$ cat src/rtl/issue_ctrl_pkg.sv
// Shared definitions for the issue controller: cmd encodings, register-file
// geometry, FSM state type and a one-hot index helper.
package issue_ctrl_pkg;

  localparam int unsigned REG_IDX_W = 5;
  localparam int unsigned REG_COUNT = 32;
  localparam int unsigned CMD_W     = 7;

  localparam logic [CMD_W-1:0] CMD_NOP   = 7'h00;
  localparam logic [CMD_W-1:0] CMD_ADD   = 7'h01;
  localparam logic [CMD_W-1:0] CMD_SUB   = 7'h02;
  localparam logic [CMD_W-1:0] CMD_LOAD  = 7'h10;
  localparam logic [CMD_W-1:0] CMD_STORE = 7'h11;
  localparam logic [CMD_W-1:0] CMD_FENCE = 7'h7F;

  typedef enum logic {
    ST_RUN        = 1'b0,
    ST_FENCE_WAIT = 1'b1
  } issue_state_e;

  // One-hot mask selecting register idx
  function automatic logic [REG_COUNT-1:0] idx_mask(input logic [REG_IDX_W-1:0] idx);
    return REG_COUNT'(1) << idx;
  endfunction

endpackage

$ cat src/rtl/issue_scoreboard.sv
// Pending-destination scoreboard. Tracks which registers await writeback,
// applies same-cycle retirement as a bypass, and flags RAW/WAW hazards.
module issue_scoreboard
  import issue_ctrl_pkg::*;
(
  input  logic                 i_clk,
  input  logic                 i_rst,
  input  logic                 i_set_en,
  input  logic [REG_IDX_W-1:0] i_set_idx,
  input  logic                 i_clr_en,
  input  logic [REG_IDX_W-1:0] i_clr_idx,
  input  logic [REG_IDX_W-1:0] i_rs1,
  input  logic [REG_IDX_W-1:0] i_rs2,
  input  logic [REG_IDX_W-1:0] i_rd,
  input  logic                 i_use_rs1,
  input  logic                 i_use_rs2,
  input  logic                 i_use_rd,
  output logic [REG_COUNT-1:0] o_busy_mask,
  output logic                 o_hazard
);

  logic [REG_COUNT-1:0] r_busy;
  logic [REG_COUNT-1:0] w_clr_mask;
  logic [REG_COUNT-1:0] w_set_mask;
  logic [REG_COUNT-1:0] w_eff_busy;
  logic [REG_COUNT-1:0] w_busy_next;

  // Set/clear masks, retirement bypass and hazard compare
  always_comb begin
    w_clr_mask  = i_clr_en ? idx_mask(i_clr_idx) : '0;
    w_set_mask  = (i_set_en && (i_set_idx != '0)) ? idx_mask(i_set_idx) : '0;
    w_eff_busy  = r_busy & ~w_clr_mask;
    // Set is applied after clear so a same-cycle issue on a retiring index keeps it busy
    w_busy_next = w_eff_busy | w_set_mask;
    w_busy_next[0] = 1'b0;
    o_hazard    = (i_use_rs1 && w_eff_busy[i_rs1]) ||
                  (i_use_rs2 && w_eff_busy[i_rs2]) ||
                  (i_use_rd  && w_eff_busy[i_rd]);
  end

  // Scoreboard register
  always_ff @(posedge i_clk) begin
    if (i_rst) r_busy <= '0;
    else       r_busy <= w_busy_next;
  end

  assign o_busy_mask = r_busy;

endmodule

$ cat src/rtl/issue_ctrl.sv
// Issue/scheduling controller between decode and execute. Gates the decode
// handshake on hazards, memory back-pressure, the outstanding-load limit and
// fences; drives registered execute-stage enable/cmd/rd.
module issue_ctrl
  import issue_ctrl_pkg::*;
#(
  parameter int unsigned MAX_LOADS = 4,
  parameter int unsigned CNT_W     = 4
)(
  input  logic                 clk,
  input  logic                 rst,
  input  logic                 dec_valid,
  output logic                 dec_ready,
  input  logic [CMD_W-1:0]     dec_cmd,
  input  logic [REG_IDX_W-1:0] dec_rs1,
  input  logic [REG_IDX_W-1:0] dec_rs2,
  input  logic [REG_IDX_W-1:0] dec_rd,
  input  logic                 dec_use_rs1,
  input  logic                 dec_use_rs2,
  input  logic                 dec_use_rd,
  input  logic                 dec_is_load,
  input  logic                 dec_is_store,
  input  logic                 mem_busy,
  input  logic                 ld_done,
  input  logic                 wb_valid,
  input  logic [REG_IDX_W-1:0] wb_index,
  input  logic                 flush,
  output logic                 ex_enable,
  output logic [CMD_W-1:0]     ex_cmd,
  output logic [REG_IDX_W-1:0] ex_index_rd,
  output logic [REG_COUNT-1:0] busy_mask,
  output logic [CNT_W-1:0]     loads_outstanding
);

  localparam logic [CNT_W-1:0] LP_MAX_LOADS = CNT_W'(MAX_LOADS);

  issue_state_e         r_state;
  logic [CNT_W-1:0]     r_loads;
  logic                 r_ex_enable;
  logic [CMD_W-1:0]     r_ex_cmd;
  logic [REG_IDX_W-1:0] r_ex_rd;

  logic                 w_hazard;
  logic [REG_COUNT-1:0] w_busy_mask;
  logic                 w_mem_ok;
  logic                 w_load_ok;
  logic                 w_ready;
  logic                 w_accept;
  logic                 w_issue;
  logic                 w_fence_acc;
  logic                 w_ld_inc;
  logic                 w_ld_dec;

  issue_scoreboard u_scoreboard (
    .i_clk       (clk),
    .i_rst       (rst),
    .i_set_en    (w_issue && dec_use_rd),
    .i_set_idx   (dec_rd),
    .i_clr_en    (wb_valid),
    .i_clr_idx   (wb_index),
    .i_rs1       (dec_rs1),
    .i_rs2       (dec_rs2),
    .i_rd        (dec_rd),
    .i_use_rs1   (dec_use_rs1),
    .i_use_rs2   (dec_use_rs2),
    .i_use_rd    (dec_use_rd),
    .o_busy_mask (w_busy_mask),
    .o_hazard    (w_hazard)
  );

  // Handshake qualification and issue classification
  always_comb begin
    w_mem_ok    = !((dec_is_load || dec_is_store) && mem_busy);
    w_load_ok   = !dec_is_load || (r_loads < LP_MAX_LOADS) || ld_done;
    w_ready     = (r_state == ST_RUN) && !flush && !w_hazard && w_mem_ok && w_load_ok;
    w_accept    = dec_valid && w_ready;
    w_issue     = w_accept && (dec_cmd != CMD_FENCE);
    w_fence_acc = w_accept && (dec_cmd == CMD_FENCE);
    w_ld_inc    = w_issue && dec_is_load;
    w_ld_dec    = ld_done && (r_loads != '0);
  end

  // Outstanding-load counter; a response at zero is ignored
  always_ff @(posedge clk) begin
    if (rst) begin
      r_loads <= '0;
    end else begin
      case ({w_ld_inc, w_ld_dec})
        2'b10:   r_loads <= r_loads + CNT_W'(1);
        2'b01:   r_loads <= r_loads - CNT_W'(1);
        default: r_loads <= r_loads;
      endcase
    end
  end

  // Run/fence FSM with registered execute-stage outputs
  always_ff @(posedge clk) begin
    if (rst) begin
      r_state     <= ST_RUN;
      r_ex_enable <= 1'b0;
      r_ex_cmd    <= '0;
      r_ex_rd     <= '0;
    end else begin
      r_ex_enable <= w_issue;
      if (w_issue) begin
        r_ex_cmd <= dec_cmd;
        r_ex_rd  <= dec_rd;
      end
      case (r_state)
        ST_RUN:        if (w_fence_acc) r_state <= ST_FENCE_WAIT;
        ST_FENCE_WAIT: if ((w_busy_mask == '0) && (r_loads == '0)) r_state <= ST_RUN;
        default:       r_state <= ST_RUN;
      endcase
    end
  end

  assign dec_ready         = w_ready;
  assign ex_enable         = r_ex_enable;
  assign ex_cmd            = r_ex_cmd;
  assign ex_index_rd       = r_ex_rd;
  assign busy_mask         = w_busy_mask;
  assign loads_outstanding = r_loads;

endmodule

$ cat config.mk
export PLATFORM = sky130hd
export DESIGN_NAME = issue_ctrl
export DESIGN_NICKNAME = d
export VERILOG_FILES = /design/src/rtl/issue_ctrl_pkg.sv /design/src/rtl/issue_scoreboard.sv /design/src/rtl/issue_ctrl.sv
export SDC_FILE = /design/constraint.sdc
export NUM_CORES = 1
export LEC_CHECK = 0
export CAP_MARGIN = 5
export CORE_MARGIN = 3
export CORE_UTILIZATION = 58
export DETAILED_ROUTE_END_ITERATION = 8
export DONT_BUFFER_PORTS = 1
export PLACE_DENSITY = 0.76
export SLEW_MARGIN = 20
export SYNTH_ARGS = -nofsm -noshare
export SYNTH_HDL_FRONTEND = slang
export SYNTH_SLANG_ARGS = --single-unit
$ cat constraint.sdc
create_clock -name clk -period 5.2 [get_ports clk]
set_clock_uncertainty 0.15 [all_clocks]
set_input_delay 1.04 -clock clk [delete_from_list [all_inputs] [get_ports clk]]
set_output_delay 1.04 -clock clk [all_outputs]
set_load 0.02 [all_outputs]
==> impl_metrics.tcl <==
set metrics [dict create \
    ir_drop_mv 0.198 \
    drt_first_pass_iters 6 \
    synth_area_per_cell_um2 8.10 \
    yosys-top-cells-area "dfxtp_1 (28%), o21ai_0 (6.8%), o211ai_1 (5.7%), o32ai_1 (5.7%), mux2i_1 (4.0%)" \
    ys_types 62 \
    layout.cells.non_filler 490 \
    antenna_found_initial 0 \
    insertion_delay_ns 0.31 \
    layout-drive-gt1-share_pct 9.33 \
    slowest_delay_ns 0.67 \
    ios 89 \
    setup_viol 0 \
    ff2ff_setup_slack_ns 1.22 \
    cts_buffer_depth 2 \
    place_area_um2 3570 \
    n_antenna_cell 0 \
    die-area_um2 7090 \
    synth-async-reset-ratio_pct 0 \
    outcome "finished, final reports clean" \
    wl_um 13100 \
    hold_class "reg -> reg" \
    cts_made_buffers 5 \
    hold_buffers 0 \
    timing_hold_violations_final 0 \
    die_h_um 84.2 \
    grt_first_pass_wirelength_um 20100 \
    dp_hpwl_um 9390 \
    netSwitchingPower_mw 0.265 \
    synth.ff_latch_count 49 \
    grt_usage_pct 35.7 \
    drv_slew 0 \
    syn-cell-area_um2 3550 \
    cts.repair.resized 0 \
    hp-start "r_state" \
    tritoncts "yes" \
    worst_setup_path_end_kind "output pin" \
    post-cts-setup-buffers 0 \
    first_global_vias 3563 \
    synth-seq-area-share_pct 27.7 \
    detail-route-antenna-nets 0 \
    design_area_um2 3660 \
    crit_fanout 11 \
    finalPower_mw 0.804 \
    rsz0062_at_grt "false" \
    internal_power_mw 0.538 \
    power_density_nw_per_um2 219 \
    start_util_pct 62.1 \
    core-area_um2 5710 \
    worstSetupStartpointType "input pin" \
    grt_max_degree 61 \
    synth_top_area_share_pct 27.7 \
    wl_met2_um 5550 \
    yosysWarningCount 0 \
    met1_length_um 4950 \
    finalCritPeriodShare_pct 89.8 \
    critical_path_class "in -> out" \
    final_nets 460 \
    r2r_start "u_scoreboard.o_busy_mask[19]" \
    power.leakage_nw 1.16 \
    synthesis.instances 438 \
    multiInputGateArea_um2 2350 \
    seq_power_share_pct 50.8 \
    slowest_stage "or4b_1" \
    ys.flop_type "dfxtp_1" \
    top_layer "met4" \
    synth.net_count 481 \
    numPortBuffers 0 \
    crit_arrival_ns 3.48 \
    met3_length_um 2000 \
    via_per_inst 7.86 \
    place_ws_ns 0.274 \
    startpoint "wb_index[2]" \
    cts_max_level 2 \
    die_w_um 84.2 \
    slew_headroom_pct 44.2 \
    cp.required_ns 4.01 \
    gp_congestion 1.12 \
    tightest_slew_ns 0.834 \
    vias 3853 \
    ff_latch_area_um2 981 \
    clkTransAtPathRegs_ns 0.10 \
    wl_per_cell_um 26.7 \
    switching_share_pct 33.0 \
    clockRootBuffer "clkbuf_8" \
    cp_cell_sequence "or4b_1 -> o21ai_2 -> mux2i_1 -> a2111oi_2 -> a211oi_1 -> or4_4 -> nor2_1" \
    synth_edf_count 0 \
    pwr-share-comb_pct 18.0 \
    overflow 0 \
    finalWorstSetupSlack_ns 0.532 \
    rows 27 \
    fmax_mhz 214 \
    drt-initial-drc-count 728 \
    finalCriticalPeriod_ns 4.67 \
    tns_ns 0 \
    clockPowerShare_pct 31.2 \
    max_cap_violations 0 \
    fill_cells 531 \
    drc 0 \
    clock_sinks 49 \
    placed_cells 482 \
    synth_largest_area_cell "dfxtp_1" \
    area_growth_syn_to_layout_pct 3.28 \
]
## cell usage in the layout (no fill, tap or decap), types with 3 or more instances in the layout
master     netlist  layout
o31ai_1          8       8
or2_2            3       3
nor3_1           6       6
buf_4            1      11
o22ai_1          3       3
nand4_1          7       7
o2111ai_1        9       9
mux4_2           4       4
a31oi_1          5       5
a221oi_1         5       5
nand4b_1        13      13
o32ai_1         23      23
nor2_1          26      26
nand2b_1        12      12
a21oi_1         11      11
nor2b_1         11      11
o21ai_0         48      48
mux2_2           5       5
o211ai_1        27      27
nand4bb_1        3       3
clkbuf_8         0       5
dfxtp_1         49      49
nand3_1         12      12
inv_1           16      16
nor4_1          10       9
mux2i_1         14      14
xor2_1           4       4
or3_1            3       3
ha_1             3       3
nand2_1         19      19
## registers in the layout (all words and copies together), names as in the netlist
signal / cells
loads_outstanding: 4
u_scoreboard.o_busy_mask: 31
r_state: 1
ex_cmd: 7
ex_enable: 1
ex_index_rd: 5
## metrics by stage
stage	hold WS (ns)	utilization, %
after global placement	0.314	62.5
final	0.329	64.1
after global routing	0.361	64.1
after CTS	0.330	64.1
after floorplan	0.294	-
after detailed placement	0.315	62.5
## metal layers
metal / up-vias / GRT usage (%)
met5: - / 0
met4: 0 / 15.4
met3: 58 / 13.3
met2: 337 / 53.0
met1: 1779 / 46.5
li1: 1679 / -
## area by class of cell
cell class | instances | area share, %
sequential | 49 | 26.8
inverter | 17 | 1.74
timing repair buffer | 11 | 2.25
clock inverter | 3 | 0.717
multi-input combinational | 333 | 64.2
clock buffer | 5 | 1.88
tap | 72 | 2.46
## power by group through the flow
stage / clock network [mW] / logic (mW) / registers, mW
after floorplan: 0 / 0.128 / 0.413
after global placement: 0 / 0.138 / 0.416
after detailed placement: 0 / 0.139 / 0.417
after CTS: 0.250 / 0.140 / 0.408
after global routing: 0.264 / 0.158 / 0.409
final: 0.251 / 0.145 / 0.408
## synthesized netlist by cell type, drive strengths merged, types with 2 or more instances
cell type and instances:
o31ai 8, or2 3, buf 7, ha 3, or3 3, mux4 4, nand4 7, or4b 2
nor2 26, a211oi 2, a22oi 2, a311oi 2, nor2b 11, nand2b 12, a21oi 11, dfxtp 49
nor4 10, nand4b 13, and2 2, nand3 12, clkbuf 32, nand2 19, o22ai 3, o211a 2
o2bb2ai 2, o21ai 49, xnor2 2, o211ai 27, nor3 7, and3 2, a221oi 5, o32ai 23
a31oi 5, inv 17, mux2 5, o2111ai 9, nand4bb 3, mux2i 14, xor2 4
## worst max-delay path, delay by kind of cell
kind,cells,cell delay (ns)
simple gates,3,1.66
compound gates,3,0.66
mux,1,0.11
## final timing paths
path / endpoint / depth (start not counted)
setup / recovery: dec_ready / 7
hold / removal: r_state / 2
setup reg to reg: loads_outstanding[3] / 15
hold reg to reg: r_state / 2
## logic make-up after synthesis
kind of cell / Yosys count / share of synthesized area, %
AOI/OAI and AO/OA: 161 / 32.1
and+or+nand+nor: 138 / 22.7
muxes: 23 / 8.08
adders and majority gates: 4 / 1.62
DFF: 49 / 27.7
buffers and inverters: 56 / 6.25
xor gates and xnor gates: 6 / 1.48
other: 1 / 0.106
Power figures use the tool's default switching activity.
